File: config.mk
export PLATFORM = sky130hd
export DESIGN_NAME = lsu
export DESIGN_NICKNAME = d
export VERILOG_FILES = /design/src/rtl/lsu_pkg.sv /design/src/rtl/lsu_load_align.sv /design/src/rtl/lsu.sv
export SDC_FILE = /design/constraint.sdc
export NUM_CORES = 1
export LEC_CHECK = 0
export ABC_CLOCK_PERIOD_IN_PS = 2700
export CAP_MARGIN = 40
export CORE_AREA = 2 2 119 121
export DETAILED_ROUTE_END_ITERATION = 7
export DIE_AREA = 0 0 121 123
export HOLD_SLACK_MARGIN = 0.12
export PLACE_DENSITY = 0.85
export SLEW_MARGIN = 20
export SYNTH_ARGS = -nofsm -noshare
export SYNTH_HDL_FRONTEND = slang
export SYNTH_HIERARCHICAL = 1
export SYNTH_SLANG_ARGS = --single-unit
File: constraint.sdc
create_clock -name clk -period 2.7 [get_ports clk]
set_input_delay 0.405 -clock clk [delete_from_list [all_inputs] [get_ports clk]]
set_output_delay 0.405 -clock clk [all_outputs]
set_load 0.02 [all_outputs]
File: src/rtl/lsu_pkg.sv
// Shared definitions for the load/store unit: RV32I funct3 encodings,
// FSM state type, timeout counter width and a funct3 legality helper.
package lsu_pkg;

  localparam logic [2:0] F3_B  = 3'b000;
  localparam logic [2:0] F3_H  = 3'b001;
  localparam logic [2:0] F3_W  = 3'b010;
  localparam logic [2:0] F3_BU = 3'b100;
  localparam logic [2:0] F3_HU = 3'b101;

  localparam int unsigned CNT_W = 8;

  typedef enum logic [1:0] {
    ST_IDLE,
    ST_ACCESS,
    ST_RESP
  } state_e;

  // Stores only accept signed widths; unsigned widths are load-only.
  function automatic logic f3_legal(input logic we, input logic [2:0] f3);
    logic ok;
    case (f3)
      F3_B, F3_H, F3_W: ok = 1'b1;
      F3_BU, F3_HU:     ok = !we;
      default:          ok = 1'b0;
    endcase
    return ok;
  endfunction

endpackage

File: src/rtl/lsu_load_align.sv
// Load data lane select and sign/zero extension for RV32I loads.
module lsu_load_align
  import lsu_pkg::*;
(
  input  logic [31:0] word,
  input  logic [1:0]  addr_lo,
  input  logic [2:0]  funct3,
  output logic [31:0] data
);

  logic [7:0]  byte_sel;
  logic [15:0] half_sel;

  // Pick the addressed lane, then extend according to funct3.
  always_comb begin
    case (addr_lo)
      2'd0:    byte_sel = word[7:0];
      2'd1:    byte_sel = word[15:8];
      2'd2:    byte_sel = word[23:16];
      default: byte_sel = word[31:24];
    endcase
    half_sel = addr_lo[1] ? word[31:16] : word[15:0];
    case (funct3)
      F3_B:    data = {{24{byte_sel[7]}}, byte_sel};
      F3_BU:   data = {24'd0, byte_sel};
      F3_H:    data = {{16{half_sel[15]}}, half_sel};
      F3_HU:   data = {16'd0, half_sel};
      F3_W:    data = word;
      default: data = '0;
    endcase
  end

endmodule

File: src/rtl/lsu.sv
// Load/store unit: accepts an ALU effective address plus store data,
// runs a req/ready access to data memory with a bounded wait, and returns
// extended load data with an error flag.
// Optional macro LSU_MISALIGN_TRAP_EN: flag misaligned H/W accesses as
// errors; when undefined, low address bits are dropped to natural alignment.
module lsu
  import lsu_pkg::*;
#(
  parameter int unsigned TIMEOUT = 255
) (
  input  logic        clk,
  input  logic        rst,
  input  logic        req_valid,
  output logic        req_ready,
  input  logic        req_we,
  input  logic [2:0]  req_funct3,
  input  logic [31:0] req_addr,
  input  logic [31:0] req_wdata,
  output logic        mem_req,
  output logic        mem_we,
  output logic [31:0] mem_addr,
  output logic [3:0]  mem_be,
  output logic [31:0] mem_wdata,
  input  logic        mem_ready,
  input  logic [31:0] mem_rdata,
  output logic        rsp_valid,
  output logic [31:0] rsp_rdata,
  output logic        rsp_err,
  output logic        busy
);

  localparam logic [CNT_W-1:0] TO_LIM = CNT_W'(TIMEOUT);

  state_e            state_q, state_d;
  logic [CNT_W-1:0]  cnt_q, cnt_d;
  logic              we_q, we_d;
  logic [2:0]        f3_q, f3_d;
  logic [1:0]        alo_q, alo_d;
  logic              mem_req_q, mem_req_d;
  logic              mem_we_q, mem_we_d;
  logic [31:0]       mem_addr_q, mem_addr_d;
  logic [3:0]        mem_be_q, mem_be_d;
  logic [31:0]       mem_wdata_q, mem_wdata_d;
  logic              rsp_valid_q, rsp_valid_d;
  logic [31:0]       rsp_rdata_q, rsp_rdata_d;
  logic              rsp_err_q, rsp_err_d;

  logic [1:0]        eff_lo;
  logic              req_bad;
  logic [31:0]       load_data;

  // Effective lane offset and request error classification.
  always_comb begin
    eff_lo  = req_addr[1:0];
`ifdef LSU_MISALIGN_TRAP_EN
    req_bad = !f3_legal(req_we, req_funct3)
              || (req_funct3[1:0] == 2'b01 && req_addr[0])
              || (req_funct3[1:0] == 2'b10 && req_addr[1:0] != 2'b00);
`else
    req_bad = !f3_legal(req_we, req_funct3);
    case (req_funct3[1:0])
      2'b00:   eff_lo = req_addr[1:0];
      2'b01:   eff_lo = {req_addr[1], 1'b0};
      default: eff_lo = 2'b00;
    endcase
`endif
  end

  lsu_load_align u_align (
    .word    (mem_rdata),
    .addr_lo (alo_q),
    .funct3  (f3_q),
    .data    (load_data)
  );

  // Next-state and registered-output computation for the access FSM.
  always_comb begin
    state_d     = state_q;
    cnt_d       = cnt_q;
    we_d        = we_q;
    f3_d        = f3_q;
    alo_d       = alo_q;
    mem_req_d   = mem_req_q;
    mem_we_d    = mem_we_q;
    mem_addr_d  = mem_addr_q;
    mem_be_d    = mem_be_q;
    mem_wdata_d = mem_wdata_q;
    rsp_valid_d = 1'b0;
    rsp_rdata_d = rsp_rdata_q;
    rsp_err_d   = 1'b0;
    case (state_q)
      ST_IDLE: begin
        if (req_valid) begin
          we_d  = req_we;
          f3_d  = req_funct3;
          alo_d = eff_lo;
          cnt_d = '0;
          if (req_bad) begin
            state_d     = ST_RESP;
            rsp_valid_d = 1'b1;
            rsp_err_d   = 1'b1;
            rsp_rdata_d = '0;
          end else begin
            state_d    = ST_ACCESS;
            mem_req_d  = 1'b1;
            mem_we_d   = req_we;
            mem_addr_d = {req_addr[31:2], 2'b00};
            case (req_funct3[1:0])
              2'b00: begin
                mem_be_d    = 4'b0001 << eff_lo;
                mem_wdata_d = {4{req_wdata[7:0]}};
              end
              2'b01: begin
                mem_be_d    = 4'b0011 << eff_lo;
                mem_wdata_d = {2{req_wdata[15:0]}};
              end
              default: begin
                mem_be_d    = 4'b1111;
                mem_wdata_d = req_wdata;
              end
            endcase
          end
        end
      end
      ST_ACCESS: begin
        cnt_d = cnt_q + 1'b1;
        // Ready on the last permitted cycle still wins over the timeout.
        if (mem_ready) begin
          state_d     = ST_RESP;
          mem_req_d   = 1'b0;
          mem_we_d    = 1'b0;
          rsp_valid_d = 1'b1;
          rsp_rdata_d = we_q ? '0 : load_data;
        end else if (cnt_q + 1'b1 == TO_LIM) begin
          state_d     = ST_RESP;
          mem_req_d   = 1'b0;
          mem_we_d    = 1'b0;
          rsp_valid_d = 1'b1;
          rsp_err_d   = 1'b1;
          rsp_rdata_d = '0;
        end
      end
      ST_RESP: begin
        state_d = ST_IDLE;
        cnt_d   = '0;
      end
      default: state_d = ST_IDLE;
    endcase
  end

  // State and output registers; reset aborts any access immediately.
  always_ff @(posedge clk or negedge rst) begin
    if (!rst) begin
      state_q     <= ST_IDLE;
      cnt_q       <= '0;
      we_q        <= 1'b0;
      f3_q        <= '0;
      alo_q       <= '0;
      mem_req_q   <= 1'b0;
      mem_we_q    <= 1'b0;
      mem_addr_q  <= '0;
      mem_be_q    <= '0;
      mem_wdata_q <= '0;
      rsp_valid_q <= 1'b0;
      rsp_rdata_q <= '0;
      rsp_err_q   <= 1'b0;
    end else begin
      state_q     <= state_d;
      cnt_q       <= cnt_d;
      we_q        <= we_d;
      f3_q        <= f3_d;
      alo_q       <= alo_d;
      mem_req_q   <= mem_req_d;
      mem_we_q    <= mem_we_d;
      mem_addr_q  <= mem_addr_d;
      mem_be_q    <= mem_be_d;
      mem_wdata_q <= mem_wdata_d;
      rsp_valid_q <= rsp_valid_d;
      rsp_rdata_q <= rsp_rdata_d;
      rsp_err_q   <= rsp_err_d;
    end
  end

  assign req_ready = (state_q == ST_IDLE);
  assign busy      = (state_q != ST_IDLE);
  assign mem_req   = mem_req_q;
  assign mem_we    = mem_we_q;
  assign mem_addr  = mem_addr_q;
  assign mem_be    = mem_be_q;
  assign mem_wdata = mem_wdata_q;
  assign rsp_valid = rsp_valid_q;
  assign rsp_rdata = rsp_rdata_q;
  assign rsp_err   = rsp_err_q;

endmodule

Word level (Yosys, flattened, before mapping)
Cells that the tools add are included.
{ "totals": {"register_bits": 118, "wordCells": 86, "out_inout_bits": 106, "inputBits": 104} }
{ "classes": {"shifts": 2, "n_addsub": 1, "mux": 35, "n_eq_ne": 18, "reduce_logical": 17} }
{ "op_table": {"columns": ["op", "count"], "rows": [
  ["2-to-1 mux 32 bit", 5],
  ["case mux 32 bit (5 select lines)", 1],
  ["case mux 32 bit (2 select lines)", 2],
  ["case mux 8 bit (3 select lines)", 2],
  ["2-to-1 mux 16 bit", 1],
  ["== test 3 bit (second input constant)", 4],
  ["2-to-1 mux 1 bit", 11],
  ["case mux 1 bit (2 select lines)", 5],
  ["adder 8 x 1 -> 8 bit (second input constant)", 1],
  ["== test 8 bit (second input constant)", 1],
  ["2-to-1 mux 2 bit", 4],
  ["2-to-1 mux 8 bit", 1],
  ["case mux 2 bit (2 select lines)", 2],
  ["case mux 4 bit (2 select lines)", 1],
  ["AND reduction 4 bit", 2],
  ["== test 2 x 1 -> 1 bit (second input constant)", 3],
  ["== test 3 x 1 -> 1 bit (second input constant)", 2],
  ["== test 3 x 2 -> 1 bit (second input constant)", 2],
  ["zero test 2 bit", 3],
  ["zero test 3 bit", 2],
  ["AND reduction 2 bit", 3],
  ["== test 2 bit (second input constant)", 2],
  ["!= test 2 bit (second input constant)", 2],
  ["nonzero test 2 bit", 2],
  ["other kinds (9)", 9]
]} }

Logic depth before layout (Yosys ltp)
{ "logic_depth": {"word_depth": 6, "mapped_depth": 7, "mapped_depth_nobuf": 5} }

Hierarchy
Netlist, hierarchy kept.
{ "by_module_without_submodules": {"columns": ["module", "n_inst", "seq_area_each_um2", "area_per_inst_um2", "cells_per_inst"], "rows": [
  ["lsu", 1, 2952.8, 5251.3, 469],
  ["lsu_load_align", 1, 0.0, 1071.0, 134]
]} }

Worst setup path after synthesis
No wires, ideal clock.
{ "synth_timing": {"path_kind": "register to register", "from": "reg cnt_q[0]", "to": "reg rsp_rdata_q[10], in the netlist rsp_rdata[10]", "period_less_slack_ns": 1.973, "setup_time_ns": 0.119, "required_ns": 2.581, "path_stages_with_launch": 7, "slack_ns": 0.727, "t_arrival_ns": 1.853, "n_path_buf": 1, "path_cell_list": "dfrtp_1 -> ha_1 -> nand3_2 -> or3_4 -> a2111oi_4 -> buf_6 -> o21ai_2"} }
{ "synth_between": {"elab_chain_len": 4} }
{ "synth_rtl": {"columns": ["item", "line_no", "text"], "rows": [
  ["from (decl)", "lsu.sv:35", "logic [CNT_W-1:0] cnt_q, cnt_d;"],
  ["from (signal assigned)", "lsu.sv:169", "cnt_q <= cnt_d;"],
  ["adder 8 x 1 -> 8 bit", "lsu.sv:134", "end else if (cnt_q + 1'b1 == TO_LIM) begin"],
  ["== test 8 bit", "lsu.sv:134", null],
  ["!= test 3 bit (no source line)", null, null],
  ["AND reduction 4 bit (no source line)", null, null],
  ["to (signal assigned)", "lsu.sv:179", "rsp_rdata_q <= rsp_rdata_d;"],
  ["to (decl)", "lsu.sv:45", "logic [31:0] rsp_rdata_q, rsp_rdata_d;"]
]} }
No other way between the ends.
A chain may end at the register's enable or synchronous reset.

Final worst setup path
{ "layout_timing": {"from": "reg state_q[1]", "to": "out req_ready"} }
{ "layout_between": {"elab_chain_len": 1} }
{ "layout_rtl": {"columns": ["item", "line_no", "text"], "rows": [
  ["from (decl)", "lsu.sv:34", "state_e state_q, state_d;"],
  ["from (signal assigned)", "lsu.sv:168", "state_q <= state_d;"],
  ["zero test 2 bit", "lsu.sv:184", "assign req_ready = (state_q == ST_IDLE);"],
  ["to (decl)", "lsu.sv:14", "output logic req_ready,"]
]} }
No other way between the ends.

==> impl_metrics.csv <==
group,metric,value,unit
drt,routed_via_density,5.543,
clocking,clock_path_buffers,2,
logic_synthesis,synth_flop_cell,"dfrtp_1",
drt,dr.pass1.iters,6,
sta,worst_pin_slew,0.7772,ns
grt,grt_first_pass_wirelength,28740,um
placed_design,hpwl,13210,um
logic_synthesis,ys_seq_elements,118,
grt,antenna_found_initial,0,
cells_and_area,syn_to_final_growth,42.55,%
die,dieArea,14880,um^2
sta,max_freq,435.4,MHz
sta,rsz0062_at_grt,"false",
drt,num_vias,5471,
die,initial_core_util,0.4645,
grt,first_global_vias,5547,
cells_and_area,final_util,0.6621,
cells_and_area,nets,900,
logic_synthesis,synthArstFlopShare,1.000,
logic_synthesis,ys_warn_count,6,
critical_path,r2r_start,"f3_q[1]",
run,drv_cap,0,
clocking,cts_resized,0,
die,die_y,123,um
drt,drt-total-wl,18290,um
clocking,clkTransAtPathRegs,0.06,ns
logic_synthesis,yosysSeqAreaShare,0.4670,
placed_design,globalplace.congestion,0.9255,
sta,finalClockSkew,0.01564,ns
die,core-area,13610,um^2
logic_synthesis,synth_area_per_cell,10.48,um^2
critical_path,r2r-end,"rsp_rdata[31]",
grt,grt-ovfl-total,0,
clocking,cts_tree,"yes",
sta,post-route-period-util,0.8507,
sta,slew_violations,0,
cells_and_area,fillers,1013,
min_path,hold_class,"flop to flop",
die,io_pins,210,
die,die_w,121,um
grt,grt_util_all_layers,0.2483,
logic_synthesis,synthDistinctLibCells,64,
critical_path,crit_path_end_kind,"output port",
sta,relSlewSlack,0.4819,
sta,finalSetupViolations,0,
drt,drc_errors,0,
drt,wire_per_inst,18.53,um
logic_synthesis,syn_area,6322,um^2
critical_path,critPathRequiredTime,2.30,ns
cells_and_area,drive_gt1_frac,0.1784,
cells_and_area,diodes,0,
logic_synthesis,synth_cells,603,
pwr,power_density,894.6,nW/um^2
critical_path,reg2reg_slack,0.58,ns
sta,period_needed,2.297,ns
clocking,cts-root-buf,"clkbuf_16",
cells_and_area,multi_input_area,3010,um^2
clocking,cts.sinks,118,
critical_path,endpoint,"req_ready",
clocking,numCtsBuffers,17,
logic_synthesis,synth_edf_count,0,
drt,drt-initial-drc-count,453,
placed_design,io_buffers,207,
critical_path,ff2ff_path_depth,6,
pwr,p_total,8.062,mW
critical_path,cp.arrival,1.89,ns
run_status,status,"completed",
critical_path,worstSetupPathType,"flop to output port",
pwr,vdd_drop_max,0.0006477,V
sta,finalHoldViolCount,0,
clocking,htreeDepth,4,
critical_path,crit_path_start,"state_q[1]",
sta,tns,0,ns
drt,final_antenna_net_count,0,
grt,grt_max_degree,97,
die,row_count,43,
critical_path,worst_setup_path_start_kind,"flop",
critical_path,crit_fanout,7,
cells_and_area,ff_latch_area,2953,um^2
clocking,clock_latency,0.42,ns
pwr,leakage,3.773,nW
==> cells by family after synthesis <==
family          Yosys count  synth area share
fa+ha+maj                 2          0.003957
flops                   118            0.4670
mux                      92            0.1627
other cells               1         0.0005931
xor+xnor                  2          0.002771
compound gates          146            0.1676
simple gates            186            0.1375
buf+inv                  56           0.05779
==> how the worst min path moves through the flow <==
stage | from | endpoint | slack [ns] | cells after the start
detailed placement | rst | rsp_rdata[3] | 0.41 | 1
global placement | rst | rsp_rdata[2] | 0.40 | 1
global route | mem_wdata[12] | mem_wdata[12] | 0.51 | 2
floorplan | rst | alo_q[0] | 0.11 | 0
CTS | cnt_q[7] | cnt_q[7] | 0.48 | 1
finish | mem_wdata[12] | mem_wdata[12] | 0.48 | 2
==> power breakdown <==
group | internal (mW) | switching (mW) | leakage [nW]
combinational | 1.57 | 1.67 | 2.00
sequential | 2.28 | 0.378 | 1.50
clock | 1.37 | 0.802 | 0.275
total | 5.21 | 2.85 | 3.77
==> layer usage <==
layer / up-vias / global-route usage / routed length [um]
li1: 2553 / - / -
met1: 2641 / 0.2985 / 7185
met2: 255 / 0.4136 / 9004
met3: 22 / 0.09179 / 1846
met4: 0 / 0.08212 / 252
met5: - / 0 / 0
==> worst max-delay path: stages (launching register included) <==
cell	delay (ns)
dfrtp_1	0.44
or2_2	0.36
inv_1	0.08
clkdlybuf4s50_1	0.60
==> placed cells by master (no fill, tap or decap), types with 17 or more instances in the layout <==
| cell | instances |
|---|---|
| nand2_1 | 82 |
| dfrtp_1 | 118 |
| clkbuf_16 | 17 |
| o21ai_0 | 58 |
| nand3_1 | 51 |
| o21ai_2 | 20 |
| nor2_1 | 19 |
| mux2i_1 | 42 |
| mux2_2 | 46 |
| clkdlybuf4s50_1 | 206 |
==> sequential cells by signal, summed over array words and instances, names as in the netlist <==
| signal | cells |
|---|---|
| f3_q | 3 |
| cnt_q | 8 |
| alo_q | 2 |
| we_q | 1 |
| mem_we | 1 |
| mem_req | 1 |
| mem_wdata | 32 |
| state_q | 2 |
| rsp_rdata | 32 |
| mem_be | 4 |
| rsp_valid | 1 |
| rsp_err | 1 |
| mem_addr | 30 |
==> cells in the mapped netlist (7+ instances only) <==
cell / count / share of area
mux2_2: 46 / 0.082
nand2b_1: 7 / 0.0069
nand3_1: 51 / 0.040
buf_6: 9 / 0.016
o221ai_1: 9 / 0.012
o21ai_2: 20 / 0.028
nand2_1: 82 / 0.049
dfrtp_1: 118 / 0.47
nor2_1: 20 / 0.012
o21ai_0: 58 / 0.046
o211ai_2: 10 / 0.020
a21oi_1: 10 / 0.0079
mux2i_1: 42 / 0.066
clkbuf_1: 20 / 0.012
buf_2: 10 / 0.0079
==> final cells by class <==
| type | count | area share |
|---|---|---|
| Multi-Input combinational cell | 430 | 0.3340 |
| Tap cell | 180 | 0.02499 |
| Timing Repair Buffer | 224 | 0.2482 |
| Clock buffer | 19 | 0.04915 |
| Inverter | 3 | 0.001249 |
| Sequential cell | 118 | 0.3276 |
| Clock inverter | 13 | 0.01472 |
==> stage by stage <==
stage | std cells | hold WS (ns) | setup slack, ns | area, um^2
5_1_grt | 987 | 0.5139 | 0.3301 | 9012
4_1_cts | 987 | 0.4842 | 0.3845 | 9012
6_report | 987 | 0.4833 | 0.4031 | 9012
3_3_place_gp | 953 | 0.3972 | 0.4634 | 8419
2_1_floorplan | 604 | 0.1094 | 0.7273 | 6326
3_5_place_dp | 954 | 0.4087 | 0.4079 | 8427
==> repair_timing <==
action	4_1_cts	5_1_grt
hold buffers	1	0
setup buffers	0	0
endpoints found under the hold margin	38	0
endpoints found under the setup margin	0	0
No activity file was read; power rests on OpenSTA's default activity.
